--- src/rtl/jk_bank_pkg.sv ---
// Shared definitions for the JK bank arbiter: JK command codes, FSM state
// encoding and the JK next-state helper.
package jk_bank_pkg;

  localparam logic [1:0] JK_HOLD = 2'b00;
  localparam logic [1:0] JK_CLR  = 2'b01;
  localparam logic [1:0] JK_SET  = 2'b10;
  localparam logic [1:0] JK_TGL  = 2'b11;

  typedef enum logic [1:0] {
    ST_IDLE  = 2'd0,
    ST_ARB   = 2'd1,
    ST_APPLY = 2'd2
  } arb_state_e;

  function automatic logic jk_next(input logic q_cur, input logic [1:0] code);
    logic nxt;
    case (code)
      JK_HOLD: nxt = q_cur;
      JK_CLR:  nxt = 1'b0;
      JK_SET:  nxt = 1'b1;
      JK_TGL:  nxt = ~q_cur;
      default: nxt = q_cur;
    endcase
    return nxt;
  endfunction

endpackage

--- src/rtl/jk_cell.sv ---
// Single JK flip-flop with enable, asynchronous active-high reset and
// complementary outputs.
module jk_cell
  import jk_bank_pkg::*;
(
  input  logic       clk,
  input  logic       reset,
  input  logic       en_i,
  input  logic [1:0] jk_i,
  output logic       q_o,
  output logic       qbar_o
);

  logic q_q;
  logic q_d;

  // Next state: apply the JK code only when this cell is selected.
  always_comb begin
    q_d = q_q;
    if (en_i) begin
      q_d = jk_next(q_q, jk_i);
    end else begin
      q_d = q_q;
    end
  end

  // Cell state register.
  always_ff @(posedge clk or posedge reset) begin
    if (reset) begin
      q_q <= 1'b0;
    end else begin
      q_q <= q_d;
    end
  end

  assign q_o    = q_q;
  assign qbar_o = ~q_q;

endmodule

--- src/rtl/jk_bank_arbiter.sv ---
// Round-robin arbiter granting NREQ requesters JK operations on a shared bank
// of WIDTH jk_cell flops. Define JKARB_LOCK_EN to add the lock input.
module jk_bank_arbiter
  import jk_bank_pkg::*;
#(
  parameter int NREQ  = 4,
  parameter int WIDTH = 8,
  parameter int IW    = $clog2(WIDTH)
) (
  input  logic                    clk,
  input  logic                    reset,
  input  logic [NREQ-1:0]         req,
  input  logic [2*NREQ-1:0]       cmd,
  input  logic [IW*NREQ-1:0]      idx,
`ifdef JKARB_LOCK_EN
  input  logic [NREQ-1:0]         lock,
`endif
  output logic [NREQ-1:0]         ack,
  output logic [$clog2(NREQ)-1:0] gnt_id,
  output logic                    busy,
  output logic [WIDTH-1:0]        q,
  output logic [WIDTH-1:0]        qbar
);

  localparam int NW = $clog2(NREQ);

  arb_state_e      state_q, state_d;
  logic [NW-1:0]   ptr_q, ptr_d;
  logic [NW-1:0]   gnt_q, gnt_d;
  logic [1:0]      cmd_q, cmd_d;
  logic [IW-1:0]   idx_q, idx_d;
  logic [NREQ-1:0] ack_q, ack_d;
  logic            found_s;
  logic [NW-1:0]   win_s;
  logic [NW-1:0]   cand_s;
  logic [WIDTH-1:0] cell_en_s;

  function automatic logic [NW-1:0] rr_pos(input logic [NW-1:0] base, input int offs);
    int sum;
    sum = int'(base) + offs;
    if (sum >= NREQ) begin
      sum = sum - NREQ;
    end else begin
      sum = sum;
    end
    return NW'(sum);
  endfunction

  // Round-robin search: first active request at or above ptr, with wrap.
  always_comb begin
    found_s = 1'b0;
    win_s   = '0;
    cand_s  = '0;
    for (int i = 0; i < NREQ; i++) begin
      cand_s = rr_pos(ptr_q, i);
      if (!found_s && req[cand_s]) begin
        found_s = 1'b1;
        win_s   = cand_s;
      end else begin
        found_s = found_s;
      end
    end
  end

  // FSM next state, operation latch and pointer update.
  always_comb begin
    state_d = state_q;
    ptr_d   = ptr_q;
    gnt_d   = gnt_q;
    cmd_d   = cmd_q;
    idx_d   = idx_q;
    ack_d   = '0;
    case (state_q)
      ST_IDLE: begin
        if (|req) begin
          state_d = ST_ARB;
        end else begin
          state_d = ST_IDLE;
        end
      end
      ST_ARB: begin
        if (found_s) begin
          gnt_d        = win_s;
          cmd_d        = cmd[2*win_s +: 2];
          idx_d        = idx[IW*win_s +: IW];
          ack_d[win_s] = 1'b1;
          state_d      = ST_APPLY;
        end else begin
          state_d = ST_IDLE;
        end
      end
      ST_APPLY: begin
`ifdef JKARB_LOCK_EN
        // A locked winner restarts the next search at itself.
        if (lock[gnt_q] && req[gnt_q]) begin
          ptr_d = gnt_q;
        end else begin
          ptr_d = rr_pos(gnt_q, 1);
        end
`else
        ptr_d = rr_pos(gnt_q, 1);
`endif
        if (|req) begin
          state_d = ST_ARB;
        end else begin
          state_d = ST_IDLE;
        end
      end
      default: begin
        state_d = ST_IDLE;
      end
    endcase
  end

  // Control state registers.
  always_ff @(posedge clk or posedge reset) begin
    if (reset) begin
      state_q <= ST_IDLE;
      ptr_q   <= '0;
      gnt_q   <= '0;
      cmd_q   <= JK_HOLD;
      idx_q   <= '0;
      ack_q   <= '0;
    end else begin
      state_q <= state_d;
      ptr_q   <= ptr_d;
      gnt_q   <= gnt_d;
      cmd_q   <= cmd_d;
      idx_q   <= idx_d;
      ack_q   <= ack_d;
    end
  end

  // Only the latched target cell is enabled, and only during APPLY.
  always_comb begin
    cell_en_s = '0;
    for (int i = 0; i < WIDTH; i++) begin
      cell_en_s[i] = (state_q == ST_APPLY) && (int'(idx_q) == i);
    end
  end

  for (genvar g = 0; g < WIDTH; g++) begin : g_cell
    jk_cell u_cell (
      .clk    (clk),
      .reset  (reset),
      .en_i   (cell_en_s[g]),
      .jk_i   (cmd_q),
      .q_o    (q[g]),
      .qbar_o (qbar[g])
    );
  end

  assign ack    = ack_q;
  assign gnt_id = gnt_q;
  assign busy   = (state_q != ST_IDLE);

endmodule
--- config.mk ---
export PLATFORM = sky130hd
export DESIGN_NAME = jk_bank_arbiter
export DESIGN_NICKNAME = d
export VERILOG_FILES = /design/src/rtl/jk_bank_pkg.sv /design/src/rtl/jk_cell.sv /design/src/rtl/jk_bank_arbiter.sv
export SDC_FILE = /design/constraint.sdc
export NUM_CORES = 1
export LEC_CHECK = 0
export CORE_AREA = 2 2 56 58
export CTS_CLUSTER_SIZE = 20
export DETAILED_ROUTE_END_ITERATION = 6
export DIE_AREA = 0 0 58 60
export GPL_TIMING_DRIVEN = 0
export PLACE_DENSITY = 0.82
export SYNTH_ARGS = -nofsm -noshare
export SYNTH_HDL_FRONTEND = slang
export SYNTH_SLANG_ARGS = --single-unit
--- constraint.sdc ---
create_clock -name clk -period 4.2 [get_ports clk]
set_clock_uncertainty 0.2 [all_clocks]
set_input_delay 1.05 -clock clk [delete_from_list [all_inputs] [get_ports clk]]
set_output_delay 1.05 -clock clk [all_outputs]
set_load 0.05 [all_outputs]
# Word level (Yosys, flattened, before mapping)
# Index checks and enable logic that the tools add are counted.
dict set report totals {
  ff_bits 23
  inputBits 26
  out_inout_bits 23
  wordCells 124
}
dict set report classes {
  shifts 2
  bitwise_logic 9
  muxes 36
  n_lt_le_gt_ge 11
  add_sub_neg 9
  reduce_logical 30
  eq_ne 12
  mul 1
}
# operator count
set op_table {}
lappend op_table {{$pmux W1 S3} 8}
lappend op_table {{$mux W2} 10}
lappend op_table {{$reduce_and A2 Y1} 9}
lappend op_table {{$lt A2 B3 Y1 const B} 5}
lappend op_table {{$eq A3 B3 Y1 const B} 4}
lappend op_table {{$ge A3 B3 Y1 const B} 4}
lappend op_table {{$logic_and A1 B1 Y1} 12}
lappend op_table {{$shiftx A12 B5 Y3} 1}
lappend op_table {{$mux W1} 10}
lappend op_table {{$sub A2 B1 Y2 const B} 5}
lappend op_table {{$not A1 Y1} 9}
lappend op_table {{$bmux W1 S2} 4}
lappend op_table {{$mux W4} 2}
lappend op_table {{$shiftx A8 B4 Y2} 1}
lappend op_table {{$add A2 B1 Y3 const B} 2}
lappend op_table {{$add A2 B2 Y3 const B} 2}
lappend op_table {{$eq A2 B2 Y1 const B} 3}
lappend op_table {{$eq A3 B2 Y1 const B} 2}
lappend op_table {{$eq A2 B1 Y1 const B} 2}
lappend op_table {{$logic_not A2 Y1} 2}
lappend op_table {{$mul A2 B2 Y4 const A} 1}
lappend op_table {{$pmux W2 S2} 1}
lappend op_table {{$reduce_or A4 Y1} 1}
lappend op_table {{$eq A3 B1 Y1 const B} 1}
lappend op_table {{other kinds (7)} 9}

# Longest topological paths before layout
# Gate-level depths: netlist of run 1.
dict set report depth {
  word_depth 20
  ltp_mapped 6
}

# Modules after synthesis
# A second synthesis of run 1 with hierarchy kept.
dict set report hier_totals {
  hier_cells 138
  hier_area_um2 1301.2
}
# mod area_each_um2 n_inst cells_each seq_area_each_um2
set by_module_without_submodules {}
lappend by_module_without_submodules {jk_bank_arbiter 950.9 1 98 375.4}
lappend by_module_without_submodules {jk_cell 43.8 8 5 25.0}

# Least setup slack after synthesis of run 1
# Ideal clock, no wire load.
dict set report synth_path {
  path_kind {input to register}
  start {input port req[1]}
  end {register cmd_q[0]}
  n_path_buf 0
  cell_stages 5
  setup_ps 123
  setup_slack_ps 1807
  arrival_ps 2070
  t_required_ps 3877
  cell_sequence {o21ai_0 a221oi_2 nor2_4 mux2_4 o221a_1}
}
dict set report synth_between {
  elab_chain_len 13
}
# item line
set synth_lines {}
lappend synth_lines {{start, declared} jk_bank_arbiter.sv:12} ;# input logic [NREQ-1:0] req,
lappend synth_lines {{$bmux W1 S2} jk_bank_arbiter.sv:56} ;# if (!found_s && req[cand_s]) begin
lappend synth_lines {{$mux W1 (implied by the code)} jk_bank_arbiter.sv:56}
lappend synth_lines {{$mux W1} jk_bank_arbiter.sv:56}
lappend synth_lines {{$logic_not A1 Y1} jk_bank_arbiter.sv:56}
lappend synth_lines {{$logic_and A1 B1 Y1} jk_bank_arbiter.sv:56}
lappend synth_lines {{$mux W1} jk_bank_arbiter.sv:56}
lappend synth_lines {{$logic_not A1 Y1} jk_bank_arbiter.sv:56}
lappend synth_lines {{$logic_and A1 B1 Y1} jk_bank_arbiter.sv:56}
lappend synth_lines {{$mux W1} jk_bank_arbiter.sv:56}
lappend synth_lines {{$logic_not A1 Y1} jk_bank_arbiter.sv:56}
lappend synth_lines {{$logic_and A1 B1 Y1} jk_bank_arbiter.sv:56}
lappend synth_lines {{$mux W2 / $mux W1 (equally long branches)} jk_bank_arbiter.sv:56}
lappend synth_lines {{$shiftx A8 B4 Y2 / $reduce_and A2 Y1 (equally long branches)} -}
lappend synth_lines {{end signal, assigned} jk_bank_arbiter.sv:128} ;# cmd_q <= cmd_d;
lappend synth_lines {{end, declared} jk_bank_arbiter.sv:30} ;# logic [1:0] cmd_q, cmd_d;
# Parallel ways exist; a longest one is shown, timed or not. The select of a mux whose other input is x is not followed.
# A chain may end at the register's enable or synchronous reset.

# Worst setup path after layout of run 1
dict set report layout_path {
  start {register state_q[0]}
  end {output port busy}
}
dict set report layout_between {
  elab_chain_len 1
}
# item line
set layout_lines {}
lappend layout_lines {{start, declared} jk_bank_arbiter.sv:27} ;# arb_state_e state_q, state_d;
lappend layout_lines {{start signal, assigned} jk_bank_arbiter.sv:125} ;# state_q <= state_d;
lappend layout_lines {{$reduce_bool A2 Y1} jk_bank_arbiter.sv:155} ;# assign busy = (state_q != ST_IDLE);
lappend layout_lines {{end, declared} jk_bank_arbiter.sv:20} ;# output logic busy,
# No other way between the ends.

==> metrics, run 1 <==
status=finished, final reports clean; CP Buf/Inv Count=1; Slowest-stage cell, CP=clkdlybuf4s50_1; Root Buffer=clkbuf_4; maximum number of pins on one net before global-route repair=24; register-to-register setup slack=2.30 ns; share of layout cells above drive strength 1=15.85%; RR Endpoint=cmd_q[0]; initial drt markers=22; htree depth=1; FF-to-FF path depth=5; GP Congestion=0.8053; count of cell types in the netlist=34; worst hold start=state_q[0]; Cell Area, Synth=1272 um2; final setup vio count=0; first-pass GRT wire length=4.533 mm; crit path capture type=primary output; Post-synth top flop=dfrtp_1; All-Layer GR Usage=16.66%; crit path cell chain=or2_2 -> clkdlybuf4s50_1; startpoint class of the critical path=flop; clock buffer count from CTS=3; Critical Path RT=2.95 ns; Leak=0.0008401 uW; area grow syn2layout=43.07%; setup TNS=0 ns; worst skew pair latency=0.29 ns; Yosys reg bits=23; Period minus WS final=2.966 ns; Cell Rows=20; ys async rst share=100.0%; sequential element share of the synthesized area=45.23%; post-route ant nets=0; CTS tree=done; critical path class=reg -> out; cell family with most CP delay=buffers and inverters; DIE HEIGHT=60 um; power per cell area=793.5 nW/um2; IO Port Bufs=48; Core Box Area=2903 um2; Hold/Removal Path Class=reg -> reg; Remaining DRCs=0; Avg Synthesized Cell Area=9.714 um2; Worst-Margin Slew=0.8385 ns; Critical R2R Launch=ptr_q[1]; Worst-path clk slew=0.12 ns; CTS Buffer Depth=2; WHS Endpoint=state_q[0]; post-synth net total=157; TritonRoute pass-1 iters=4; grt ovf=0; # Max-Cap Violations=0; I/O pins=49; Critical Path Fanout Max=5; Post-Syn Instances=131; Rel. slew slack=44.04%; Die Area=3480 um2; CTS sink cnt=23; fin nets=210; # Post-CTS Setup Buffers=0; post_cts resized=0; antenna violations before repair=0; final hold vios=0; yosys warns=0; RSZ-0062 raised after global routing=false; Post-CTS Hold Buffers=0; Final Cycle Share=70.61%; Die Width=58 um; via count=1094; # fillers=263; Total Wirelength=2.676 mm; FMAX=337.2 MHz; Max rail drop VDD=561.8 uV; drt wl/cell=12.39 um; number of global-route vias before repair=1050; max incr delay on CP=0.70 ns; EDFF count, synth=0; Ant. Diodes=0; max-slew violations=0; final HPWL from detailed placement=2.283 mm; hold path cells=1; via/cell ratio=5.065; Initial Utilization=43.84%; CP arrival=1.72 ns; worst-case hold slack=0.2849 ns
-- cells in the final DEF (no fill, tap or decap), types with 2 or more instances in the layout --
master	instances
a31oi_1	11
o21ai_0	3
clkbuf_4	3
nand2b_1	2
o21ai_1	2
dfrtp_1	23
nand2_2	2
inv_1	12
clkdlybuf4s50_1	48
a21oi_1	7
buf_4	16
nor2_1	6
mux2i_1	8
nand2_1	11
o221ai_1	4
a221oi_2	2
and2_1	2
nor2b_1	2
-- worst max-delay path by stage --
stage          startpoint  cells after the start  endpoint  slack, ns
3_5_place_dp       req[0]                      7  cmd_q[0]       1.15
3_3_place_gp       req[0]                      7  cmd_q[0]       1.18
2_1_floorplan      req[1]                      5  cmd_q[0]       1.81
6_report       state_q[0]                      2      busy       1.23
5_1_grt        state_q[0]                      2      busy       1.18
4_1_cts        state_q[0]                      2      busy       1.21
-- state kept, by name, summed over array words and instances, names as in the netlist --
| name | count |
|---|---|
| g_cell.u_cell.q_o | 8 |
| ack | 4 |
| idx_q | 3 |
| cmd_q | 2 |
| gnt_id | 2 |
| ptr_q | 2 |
| state_q | 2 |
-- power by group --
part	switching, uW	internal (uW)	leakage (uW)	total [uW]
combinational	552	387	0.000536	939
clock	59.5	36.9	0.0000150	96.4
sequential	97.6	312	0.000289	409
-- metrics by stage --
| step | setup WS [ns] | total power, uW | util [%] | std cells | area (um2) |
|---|---|---|---|---|---|
| after global routing | 1.177 | 1538 | 62.72 | 216 | 1821 |
| after floorplan | 1.807 | 1088 | - | 131 | 1272 |
| final | 1.234 | 1444 | 62.72 | 216 | 1821 |
| after global placement | 1.177 | 1336 | 61.81 | 212 | 1794 |
| after CTS | 1.214 | 1460 | 62.72 | 216 | 1821 |
| after detailed placement | 1.149 | 1362 | 61.81 | 212 | 1794 |
-- per-layer routing --
metal,up-vias,share of wire [%],track usage (%)
li1,555,-,-
met1,501,42,20.28
met2,36,53,31.82
met3,2,5.0,2.381
met4,0,0.71,2.326
met5,-,0,0
-- Yosys cell counts, types with 3 or more instances --
library cell   n  area share [%]
nor2_1         6             1.8
nand2_1       11             3.2
a21oi_1        7             2.8
inv_1         12             3.5
dfrtp_1       23              45
o221ai_1       4             2.8
buf_4         16             9.4
o21ai_0        3             1.2
mux2i_1        8             6.3
a31oi_1       11             5.4
-- kinds of logic (layout without fill, tap and decap cells) --
kind of cell	Yosys count	count (layout)	synth area share [%]
DFF	23	23	45.23
xor gates and xnor gates	1	1	0.6884
muxes	9	9	7.473
and+or+nand+nor	33	33	13.77
AOI/OAI and AO/OA	34	34	18.68
buffers and inverters	31	83	14.16
-- final cells by class --
| cell class | instances | area [um2] | area share [%] |
|---|---|---|---|
| Inverter | 14 | 55.05 | 3.024 |
| Sequential cell | 23 | 575.6 | 31.62 |
| Timing Repair Buffer | 48 | 480.5 | 26.39 |
| Clock buffer | 4 | 26.28 | 1.443 |
| Multi-Input combinational cell | 77 | 516.7 | 28.38 |
| Tap cell | 33 | 41.29 | 2.268 |
| Buffer | 17 | 125.1 | 6.873 |
Note: power is estimated with default switching activity, not from simulation.
==> inputs of run 2 (changes only) <==
--- a/config.mk
+++ b/config.mk
@@ -5,12 +5,12 @@
 export SDC_FILE = /design/constraint.sdc
 export NUM_CORES = 1
 export LEC_CHECK = 0
-export CORE_AREA = 2 2 56 58
+export CORE_AREA = 2 2 58 60
 export CTS_CLUSTER_SIZE = 20
 export DETAILED_ROUTE_END_ITERATION = 6
-export DIE_AREA = 0 0 58 60
+export DIE_AREA = 0 0 60 62
 export GPL_TIMING_DRIVEN = 0
-export PLACE_DENSITY = 0.82
+export PLACE_DENSITY = 0.77
 export SYNTH_ARGS = -nofsm -noshare
 export SYNTH_HDL_FRONTEND = slang
 export SYNTH_SLANG_ARGS = --single-unit
==> constraint.sdc (replaced) <==
create_clock -name clk -period 3 [get_ports clk]
set_clock_uncertainty 0.2 [all_clocks]
set_input_delay 0.75 -clock clk [delete_from_list [all_inputs] [get_ports clk]]
set_output_delay 0.75 -clock clk [all_outputs]
set_load 0.05 [all_outputs]
==> metrics, run 2 (synthesized netlist as in run 1, its figures left out) <==
share of layout cells above drive strength 1=15.85% (unchanged); final HPWL from detailed placement=2.260 mm (was 2.283 mm); RR Endpoint=cmd_q[0] (unchanged); final setup vio count=0 (unchanged); final hold vios=0 (unchanged); Critical Path Fanout Max=5 (unchanged); Core Box Area=3179 um2 (was 2903 um2); Post-Layout Cell Count=229 (was 216); startpoint class of the critical path=flop (unchanged); Critical Path RT=2.05 ns (was 2.95 ns); via count=1126 (was 1094); drt wl/cell=11.99 um (was 12.39 um); IO Port Bufs=48 (unchanged); worst hold start=state_q[0] (unchanged); # Max-Cap Violations=0 (unchanged); power per cell area=1104 nW/um2 (was 793.5 nW/um2); register-to-register setup slack=1.08 ns (was 2.30 ns); critical path class=reg -> out (unchanged); status=finished, final reports clean (unchanged); clock buffer count from CTS=3 (unchanged); CTS tree=done (unchanged); All-Layer GR Usage=16.95% (was 16.66%); CTS sink cnt=23 (unchanged); grt ovf=0 (unchanged); post_cts resized=0 (unchanged); Worst-path clk slew=0.12 ns (about the same); first-pass GRT wire length=4.705 mm (was 4.533 mm); RSZ-0062 raised after global routing=false (unchanged); htree depth=1 (unchanged); Final Cycle Share=89.54%; fin area=1837 um2 (was 1821 um2); Max rail drop VDD=410.7 uV (was 561.8 uV); worst-case hold slack=0.2920 ns (was 0.2849 ns); area grow syn2layout=44.35% (was 43.07%); via/cell ratio=4.917 (was 5.065); DIE HEIGHT=62 um (was 60 um); Die Area=3720 um2 (was 3480 um2); number of flip-flops under the largest register name=8 (unchanged); WHS Endpoint=state_q[0] (unchanged); Leak=0.0008401 uW (unchanged); I/O pins=49 (unchanged); Worst-Margin Slew=0.8254 ns (was 0.8385 ns); Cell Rows=21 (was 20); worst skew pair latency=0.30 ns (was 0.29 ns); maximum number of pins on one net before global-route repair=24 (unchanged); commonest non-fill, non-tap cell in the layout=clkdlybuf4s50_1 (unchanged); FF-to-FF path depth=5 (unchanged); FMAX=372.3 MHz; hold path cells=1 (unchanged); Cells after DPL=225 (was 212); CP arrival=1.74 ns (was 1.72 ns); placed inst area=1810 um2 (was 1794 um2); Ant. Diodes=0 (unchanged); CTS Buffer Depth=2 (unchanged); Root Buffer=clkbuf_4 (unchanged); crit path capture type=primary output (unchanged); Rel. slew slack=44.91% (was 44.04%); # Post-CTS Setup Buffers=0 (unchanged); number of global-route vias before repair=1122 (was 1050); Setup WS post-layout=0.3137 ns (was 1.234 ns); commonest cells after routing, fill and taps aside=48 x clkdlybuf4s50_1, 23 x dfrtp_1, 16 x buf_4, 12 x inv_1 (unchanged); Remaining DRCs=0 (unchanged); worst slack at placement=0.1995 ns (was 1.149 ns); Post-CTS Hold Buffers=0 (unchanged); fin nets=210 (unchanged); max-slew violations=0 (unchanged); setup TNS=0 ns (unchanged); Initial Utilization=40.02% (was 43.84%); post-route ant nets=0 (unchanged); Critical R2R Launch=ptr_q[1] (unchanged); Hold/Removal Path Class=reg -> reg (unchanged); initial drt markers=17 (was 22); antenna violations before repair=0 (unchanged); GP Congestion=0.7573 (was 0.8053); Die Width=60 um (was 58 um); Total Wirelength=2.746 mm (was 2.676 mm); TritonRoute pass-1 iters=4 (unchanged); Period minus WS final=2.686 ns
==> run 2: cell counts in the layout (fill, tap and decap cells not counted) <==
Identical to the previous run, type by type.
==> run 2: how the worst max path moves through the flow <==
| stage | start | endpoint | slack, ns | cells after the start |
|---|---|---|---|---|
| CTS | state_q[0] | busy | 0.30 | 2 |
| global placement | req[1] | cmd_q[0] | 0.27 | 6 |
| detailed placement | req[1] | cmd_q[0] | 0.20 | 6 |
| global route | state_q[0] | busy | 0.25 | 2 |
| finish | state_q[0] | busy | 0.31 | 2 |
| floorplan | req[1] | cmd_q[0] | 0.91 | 5 |
==> run 2: per-layer routing <==
layer  up-vias  global-route usage (%)  wire length (um)
met4         0                   6.984                46
met3         4                   1.449               125
met1       529                   18.55              1094
met2        46                   33.39              1479
li1        547                       -                 -
met5         -                       0                 0
==> run 2: critical path, cell delays in order, from the launching register on <==
cell,delay [ns]
dfrtp_1,0.42
or2_2,0.30
clkdlybuf4s50_1,0.71
==> run 2: power by group <==
part	switching [uW]	internal [uW]
combinational	773	542
clock	89.1	51.8
sequential	136	436
==> run 2: area by class of cell <==
cell class | count | area, um2
Buffer | 17 | 125.1
Timing Repair Buffer | 48 | 480.5
Tap cell | 46 | 57.56
Fill cell | 292 | 1343
Inverter | 14 | 55.05
Sequential cell | 23 | 575.6
Clock buffer | 4 | 26.28
Multi-Input combinational cell | 77 | 516.7
==> run 2: stage by stage <==
stage               total power [uW]  util [%]
finish                          2028     57.77
global route                    2168     57.77
CTS                             2044     57.77
detailed placement              1902     56.95
global placement                1866     56.95
floorplan                       1523         -
